<file path="src/rtl/seg7_scan_driver.sv">
// Six-digit multiplexed 7-segment scan driver with anti-ghost blanking,
// leading-zero suppression on the hours-tens digit and a blinking colon.
module seg7_scan_driver #(
    parameter int unsigned DIGIT_TICKS = 100_000,
    parameter int unsigned BLANK_TICKS = 1_000,
    parameter int unsigned BLINK_TICKS = 50_000_000
) (
    input  logic       clk,
    input  logic       rst,
    input  logic       en,
    input  logic       lz_blank,
    input  logic [3:0] s1,
    input  logic [3:0] s2,
    input  logic [3:0] m1,
    input  logic [3:0] m2,
    input  logic [3:0] h1,
    input  logic [3:0] h2,
    output logic [5:0] an,
    output logic [6:0] seg,
    output logic       dp,
    output logic       frame_done
);

    localparam int unsigned MAXT = (DIGIT_TICKS > BLANK_TICKS) ? DIGIT_TICKS : BLANK_TICKS;
    localparam int unsigned TW   = ($clog2(MAXT) > 0) ? $clog2(MAXT) : 1;
    localparam int unsigned BW   = ($clog2(BLINK_TICKS) > 0) ? $clog2(BLINK_TICKS) : 1;

    localparam logic [TW-1:0] DIGIT_LAST = TW'(DIGIT_TICKS - 1);
    localparam logic [TW-1:0] BLANK_LAST = TW'(BLANK_TICKS - 1);
    localparam logic [BW-1:0] BLINK_LAST = BW'(BLINK_TICKS - 1);

    typedef enum logic {
        BLANK,
        DRIVE
    } state_t;

    state_t        state_q, state_d;
    logic [2:0]    idx_q, idx_d;
    logic [TW-1:0] tick_q, tick_d;
    logic [BW-1:0] blink_q, blink_d;
    logic          phase_q, phase_d;
    logic [5:0]    an_q, an_d;
    logic [6:0]    seg_q, seg_d;
    logic          dp_q, dp_d;
    logic          fd_q, fd_d;

    logic [3:0]    digit_sel;
    logic [6:0]    slot_seg;

    function automatic logic [6:0] decode(input logic [3:0] v);
        logic [6:0] s;
        case (v)
            4'd0:    s = 7'h40;
            4'd1:    s = 7'h79;
            4'd2:    s = 7'h24;
            4'd3:    s = 7'h30;
            4'd4:    s = 7'h19;
            4'd5:    s = 7'h12;
            4'd6:    s = 7'h02;
            4'd7:    s = 7'h78;
            4'd8:    s = 7'h00;
            4'd9:    s = 7'h10;
            default: s = 7'h3F;
        endcase
        return s;
    endfunction

    always_comb begin
        digit_sel = '0;
        case (idx_q)
            3'd0:    digit_sel = s1;
            3'd1:    digit_sel = s2;
            3'd2:    digit_sel = m1;
            3'd3:    digit_sel = m2;
            3'd4:    digit_sel = h1;
            3'd5:    digit_sel = h2;
            default: digit_sel = '0;
        endcase
        slot_seg = decode(digit_sel);
        if (idx_q == 3'd5 && lz_blank && h2 == 4'd0) begin
            slot_seg = 7'h7F;
        end
    end

    // Blink counter is independent of en so the colon phase never slips.
    always_comb begin
        blink_d = blink_q + BW'(1);
        phase_d = phase_q;
        if (blink_q == BLINK_LAST) begin
            blink_d = '0;
            phase_d = ~phase_q;
        end
    end

    always_comb begin
        state_d = state_q;
        idx_d   = idx_q;
        tick_d  = tick_q + TW'(1);
        seg_d   = seg_q;
        fd_d    = 1'b0;

        if (!en) begin
            state_d = BLANK;
            idx_d   = '0;
            tick_d  = '0;
        end else begin
            case (state_q)
                BLANK: begin
                    if (tick_q == BLANK_LAST) begin
                        state_d = DRIVE;
                        tick_d  = '0;
                        seg_d   = slot_seg;
                    end
                end
                DRIVE: begin
                    if (tick_q == DIGIT_LAST) begin
                        state_d = BLANK;
                        tick_d  = '0;
                        idx_d   = (idx_q == 3'd5) ? 3'd0 : idx_q + 3'd1;
                        fd_d    = (idx_q == 3'd5);
                    end
                end
                default: begin
                    state_d = BLANK;
                    tick_d  = '0;
                end
            endcase
        end

        // Outputs are derived from next-state values so the registered
        // outputs line up with the registered state.
        if (state_d == DRIVE) begin
            an_d = ~(6'b000001 << idx_d);
        end else begin
            an_d  = '1;
            seg_d = 7'h7F;
        end
        dp_d = ~((state_d == DRIVE) && (idx_d == 3'd2 || idx_d == 3'd4) && phase_d);
    end

    always_ff @(posedge clk) begin
        if (rst) begin
            state_q <= BLANK;
            idx_q   <= '0;
            tick_q  <= '0;
            blink_q <= '0;
            phase_q <= 1'b1;
            an_q    <= '1;
            seg_q   <= 7'h7F;
            dp_q    <= 1'b1;
            fd_q    <= 1'b0;
        end else begin
            state_q <= state_d;
            idx_q   <= idx_d;
            tick_q  <= tick_d;
            blink_q <= blink_d;
            phase_q <= phase_d;
            an_q    <= an_d;
            seg_q   <= seg_d;
            dp_q    <= dp_d;
            fd_q    <= fd_d;
        end
    end

    assign an         = an_q;
    assign seg        = seg_q;
    assign dp         = dp_q;
    assign frame_done = fd_q;

endmodule

</file>
<file path="config.mk">
export PLATFORM = sky130hd
export DESIGN_NAME = seg7_scan_driver
export DESIGN_NICKNAME = d
export VERILOG_FILES = /design/src/rtl/seg7_scan_driver.sv
export SDC_FILE = /design/constraint.sdc
export NUM_CORES = 1
export LEC_CHECK = 0
export BUFFER_PORTS_ARGS = -buffer_cell sky130_fd_sc_hd__buf_2
export CAP_MARGIN = 20
export CORE_ASPECT_RATIO = 2
export CORE_MARGIN = 2
export CORE_UTILIZATION = 57
export CTS_CLUSTER_SIZE = 10
export DETAILED_ROUTE_END_ITERATION = 16
export PLACE_DENSITY = 0.83
export SYNTH_ARGS = -nofsm -noshare
export SYNTH_HDL_FRONTEND = slang
export SYNTH_SLANG_ARGS = --single-unit
</file>
<file path="constraint.sdc">
create_clock -name clk -period 3.28 [get_ports clk]
set_input_delay 0.328 -clock clk [delete_from_list [all_inputs] [get_ports clk]]
set_output_delay 0.328 -clock clk [all_outputs]
set_load 0.01 [all_outputs]
</file>
* Word-level counts from Yosys, hierarchy flattened *
Memory sizes are Yosys's and may differ from the RTL's.
Index checks and enable logic that the tools add are counted.

storage, ports and cells
  register bits = 63
  memory bits (read-only) = 112
  input bits = 28
  logic and storage cells = 57
  memories = 1

operators by class
  add/subtract/negate cells = 3
  equality and inequality tests = 10
  shifts and indexed selects = 1
  muxes and demuxes = 14
  bitwise gates (word level) = 7
  reductions and logical operators = 12

memories
  name              depth  bits a word  rd ports  clocked after memory_dff  wr ports  RTL line  text
  (name not given)  16     7            1         0                         0         52        case (v)

operators by type and width
  cell                     number
  $mux W17                 2
  $pmux W17 S2             1
  $add A26 B1 Y26 const B  1
  $eq A26 B26 Y1 const B   1
  $pmux W4 S6              1
  $add A17 B1 Y17 const B  1
  $eq A17 B10 Y1 const B   1
  $eq A17 B17 Y1 const B   1
  $mux W3                  4
  $eq A3 B2 Y1 const B     3
  $eq A3 B3 Y1 const B     3
  $mux W7                  1
  $not A1 Y1               6
  $not A6 Y6               1
  $reduce_or A2 Y1         3
  $shl A1 B3 Y6 const A    1
  $logic_and A1 B1 Y1      4
  $logic_not A4 Y1         1
  $mux W1                  4
  $reduce_or A4 Y1         1
  $add A3 B1 Y3 const B    1
  $eq A3 B1 Y1 const B     1
  $logic_not A3 Y1         1
  $reduce_and A3 Y1        1
  other kinds (2)          2

* Logic depth before layout (Yosys ltp) *
  depth in word-level cells = 10
  depth in mapped cells = 10
  gate-level depth less buffers = 8

* Worst setup path before layout *
No wires, ideal clock.

  path type = register to register
  start point = register idx_q[1]
  end point = register seg_q[3] (netlist: seg[3])
  setup time = 117 ps
  arrival time = 2232 ps
  data required time = 3163 ps
  slack = 931 ps
  stages on the path, launching flop included = 11
  clock period less this slack = 2349 ps
  cells stage by stage = dfxtp_1 buf_2 clkbuf_1 and2_1 ha_1 a221oi_1 inv_1 ha_1 mux2i_1 nor2_1 o22a_1

between the ends
  cells in the longest elaborated chain, start to end = 4
  elaborated cells on any way between the ends = 11
  classes of those cells = eq/ne: 5; mux: 2; reduce/logical: 3; memory: 1

RTL lines
  element                                                RTL line  text
  start, declared                                        38        logic [2:0] idx_q, idx_d;
  start signal, assigned                                 154       idx_q <= idx_d;
  $eq A3 B3 Y1 (tied with other cells)                   70, 80
  $pmux W4 S6 or $logic_and A1 B1 Y1 (tied branches)     70, 80
  $mem_v2 Z16 W7 or $logic_and A1 B1 Y1 (tied branches)  --
  $mux W7 (*)                                            80        if (idx_q == 3'd5 && lz_blank && h2 == 4'd0) begin
  end signal, assigned                                   159       seg_q <= seg_d;
  end, declared                                          43        logic [6:0] seg_q, seg_d;

Mark *: on every way between the ends. The rest lies on a longest branch, timed or not.
A chain may end at the register's enable or synchronous reset.

* Worst setup path after layout *
  start point = register idx_q[2]
  end point = register seg_q[3] (netlist: seg[3])

The elaborated chain is that of the path after synthesis.

==> results.py <==
metrics = {
    "placed_design": {
        "dp_slack_ns": 0.796,
        "dp_cells": 447,
        "hpwl_um": 4880,
        "gp_congestion": 0.910,
        "placed_area_sq_mm": 0.00326,
        "io_buffers": 42,
    },
    "global_route": {
        "grt_max_degree": 27,
        "gr-usage-all-layers_pct": 24.4,
        "grt_pass1_wl_um": 11600,
        "grt-ovfl-total": 0,
        "grt_pass1_vias": 2742,
        "antenna_found_initial": 0,
    },
    "sta": {
        "worst_slack_ns": 0.747,
        "setup_tns_ns": 0,
        "hold_violations": 0,
        "grt_setup_unrepaired": "no",
        "worstMarginPinSlew_ns": 0.676,
        "relSlewSlack_pct": 54.9,
        "max_clock_freq_mhz": 395,
        "slew_violations": 0,
        "timing.final.crit_share_pct": 77.2,
        "min_period_ns": 2.53,
        "skew_ns": 0.00623,
        "hold_ws_ns": 0.230,
        "setup_viol": 0,
    },
    "clocking": {
        "worstSkewPairLatency_ns": 0.35,
        "clock_path_buffers": 2,
        "cts_buffers": 9,
        "cts_sinks": 63,
        "holdBufCountCts": 0,
        "cts_resized": 0,
        "clk_pin_slew_ns": 0.07,
        "cts_tree": "done",
        "htreeDepth": 3,
        "postCtsSetupBuffers": 0,
        "cts_root_buffer": "clkbuf_8",
    },
    "worst_hold_path": {
        "min_from": "rst",
        "holdPathEnd": "idx_q[2]",
        "hp-class": "in -> reg",
        "holdPathStages": 2,
    },
    "synthesis": {
        "syn_inst": 355,
        "synth_edf_count": 0,
        "synthSimpleGateAreaFrac_pct": 27.7,
        "syn_area_sq_mm": 0.00302,
        "ys.flop_type": "dfxtp_1",
        "synthDominantCellAreaShare_pct": 41.8,
        "avgSynthCellArea_sq_um": 8.49,
        "async_flop_share_pct": 0,
        "synthAdderAreaFrac_pct": 3.32,
        "synth_seq_cells": 63,
        "synth_top_family_by_area": "simple AND/OR/NAND/NOR gates",
        "synth_mux_area_share_pct": 4.36,
        "synth_cell_type_count": 42,
        "synth_compound_area_share_pct": 7.14,
        "synth_top_area_cell": "dfxtp_1",
        "ys_top_cells_by_area": "dfxtp_1, nor2_1, xor2_1",
        "synth_xor_area_share_pct": 11.9,
        "synthesis.nets": 391,
        "ys_seq_area_share_pct": 41.8,
        "yosys_warnings": 0,
    },
    "worst_setup_path": {
        "crit_slowest_cell": "a221oi_1",
        "cp-start-kind": "flip-flop",
        "r2r-start": "idx_q[2]",
        "r2r_setup_slack_ns": 0.75,
        "crit_fanout": 7,
        "path_class": "reg -> reg",
        "worstRegToRegCells": 8,
        "crit_chain": "inv_1 > ha_1 > a221oi_1 > inv_1 > ha_1 > mux2i_1 > nor2_1 > o22a_1",
        "crit_buf_inv": 2,
        "crit_arrival_ns": 2.77,
        "worstSetupEndpointType": "flip-flop",
        "cpPeakStageDelay_ns": 0.64,
        "timing.rr.end": "seg[3]",
        "crit_cells": 8,
        "cp_top_family": "compound AO/OA/AOI/OAI gates",
        "critPathRequiredTime_ns": 3.52,
    },
    "floorplan": {
        "die_h_um": 107,
        "rows": 37,
        "ios": 43,
        "core_sq_mm": 0.00514,
        "initial_core_util_pct": 58.7,
        "dieArea_sq_mm": 0.00592,
        "die_w_um": 55.4,
    },
    "detailed_routing": {
        "drc": 0,
        "drt_wl_total_um": 6710,
        "firstDrtPassIters": 4,
        "dr_total_vias": 2640,
        "wl_per_cell_um": 14.5,
        "ant_nets": 0,
        "viasPerCell": 5.70,
        "drt-initial-drc-count": 136,
    },
    "pwr": {
        "vdd_drop_max_mv": 0.437,
        "power_density_mw_per_mm2": 493,
        "p_leak_uw": 0.00130,
    },
    "final_layout": {
        "diodes": 0,
        "instances_no_fill": 463,
        "drive_gt1_share_pct": 17.0,
        "final_cell_area_sq_mm": 0.00353,
        "area.growth.synth_to_final_pct": 17.2,
        "final_nets": 436,
    },
    "status": {
        "status": "finished, final reports clean",
    },
    "job": {
        "drv_cap": 0,
    },
}
==> layout by cell type, fill, tap and decap left out, types with 2 or more instances in the layout <==
cell type  instances
inv_1             15
nor2_1            66
nand3_1           23
nand4b_1           3
ha_1               8
nor4_1             9
or3_1              2
dfxtp_1           63
nand2_1           30
o22a_1             6
mux2i_1           12
o21ai_0            4
bufinv_16          4
and3_1             7
xor2_1            23
a221oi_1           2
a21oi_1            7
a211oi_1           2
clkbuf_8          10
o221ai_1           2
buf_4              3
nand4_1            6
and2_1             3
or2_2              5
nand2b_1           4
nor3_1             8
xnor2_1           18
nor4b_1            3
buf_2             42
==> layer usage <==
layer | global-route usage, % | wire, um | share of wire (%)
met1 | 24.1 | 2420 | 36
met2 | 44.6 | 3680 | 55
met3 | 4.58 | 263 | 3.9
met4 | 16.7 | 347 | 5.2
met5 | 0 | 0 | 0
==> final cells by class <==
class | count | area [sq um]
clock inverters | 5 | 129
flip-flops and latches | 63 | 1260
well taps | 58 | 72.6
repair buffers | 45 | 233
clock buffers | 11 | 141
multi-input cells | 266 | 1640
inverters | 15 | 56.3
fillers | 431 | 1610
==> worst max-delay path by stage <==
stage,from,to,slack [ns]
2_1_floorplan,idx_q[1],seg[3],0.93
3_3_place_gp,idx_q[2],seg[3],0.94
3_5_place_dp,idx_q[2],seg[3],0.80
4_1_cts,idx_q[2],seg[3],0.78
5_1_grt,idx_q[1],seg[3],0.48
6_report,idx_q[2],seg[3],0.75
==> sequential cells by signal (all words and copies together), names as in the netlist <==
name	count
an	6
blink_q	26
dp	1
frame_done	1
idx_q	3
phase_q	1
seg	7
state_q	1
tick_q	17
==> per-stage QoR <==
step	total power (uW)	utilization (%)
2_1_floorplan	826	-
3_3_place_gp	853	63.5
3_5_place_dp	853	63.5
4_1_cts	1750	68.8
5_1_grt	1790	68.8
6_report	1740	68.8
==> logic make-up after synthesis <==
kind of cell	Yosys count
mux	13
buf+inv	26
fa+ha+maj	8
flops	63
xor+xnor	41
compound gates	30
simple gates	174
==> power by group <==
part	switching [uW]	internal [uW]	total, uW
clock network	301	604	905
registers	4.83	769	774
logic	36.5	26.9	63.5
total	342	1400	1740
==> cell usage after synthesis, types with 7 or more instances <==
cell type,count
mux2i_1,12
a21oi_1,7
nor4_1,9
xor2_1,23
nor3_1,8
xnor2_1,18
nand3_1,23
nor2_1,66
ha_1,8
inv_1,15
nand2_1,30
dfxtp_1,63
and3_1,7
Power figures use the tool's default switching activity.
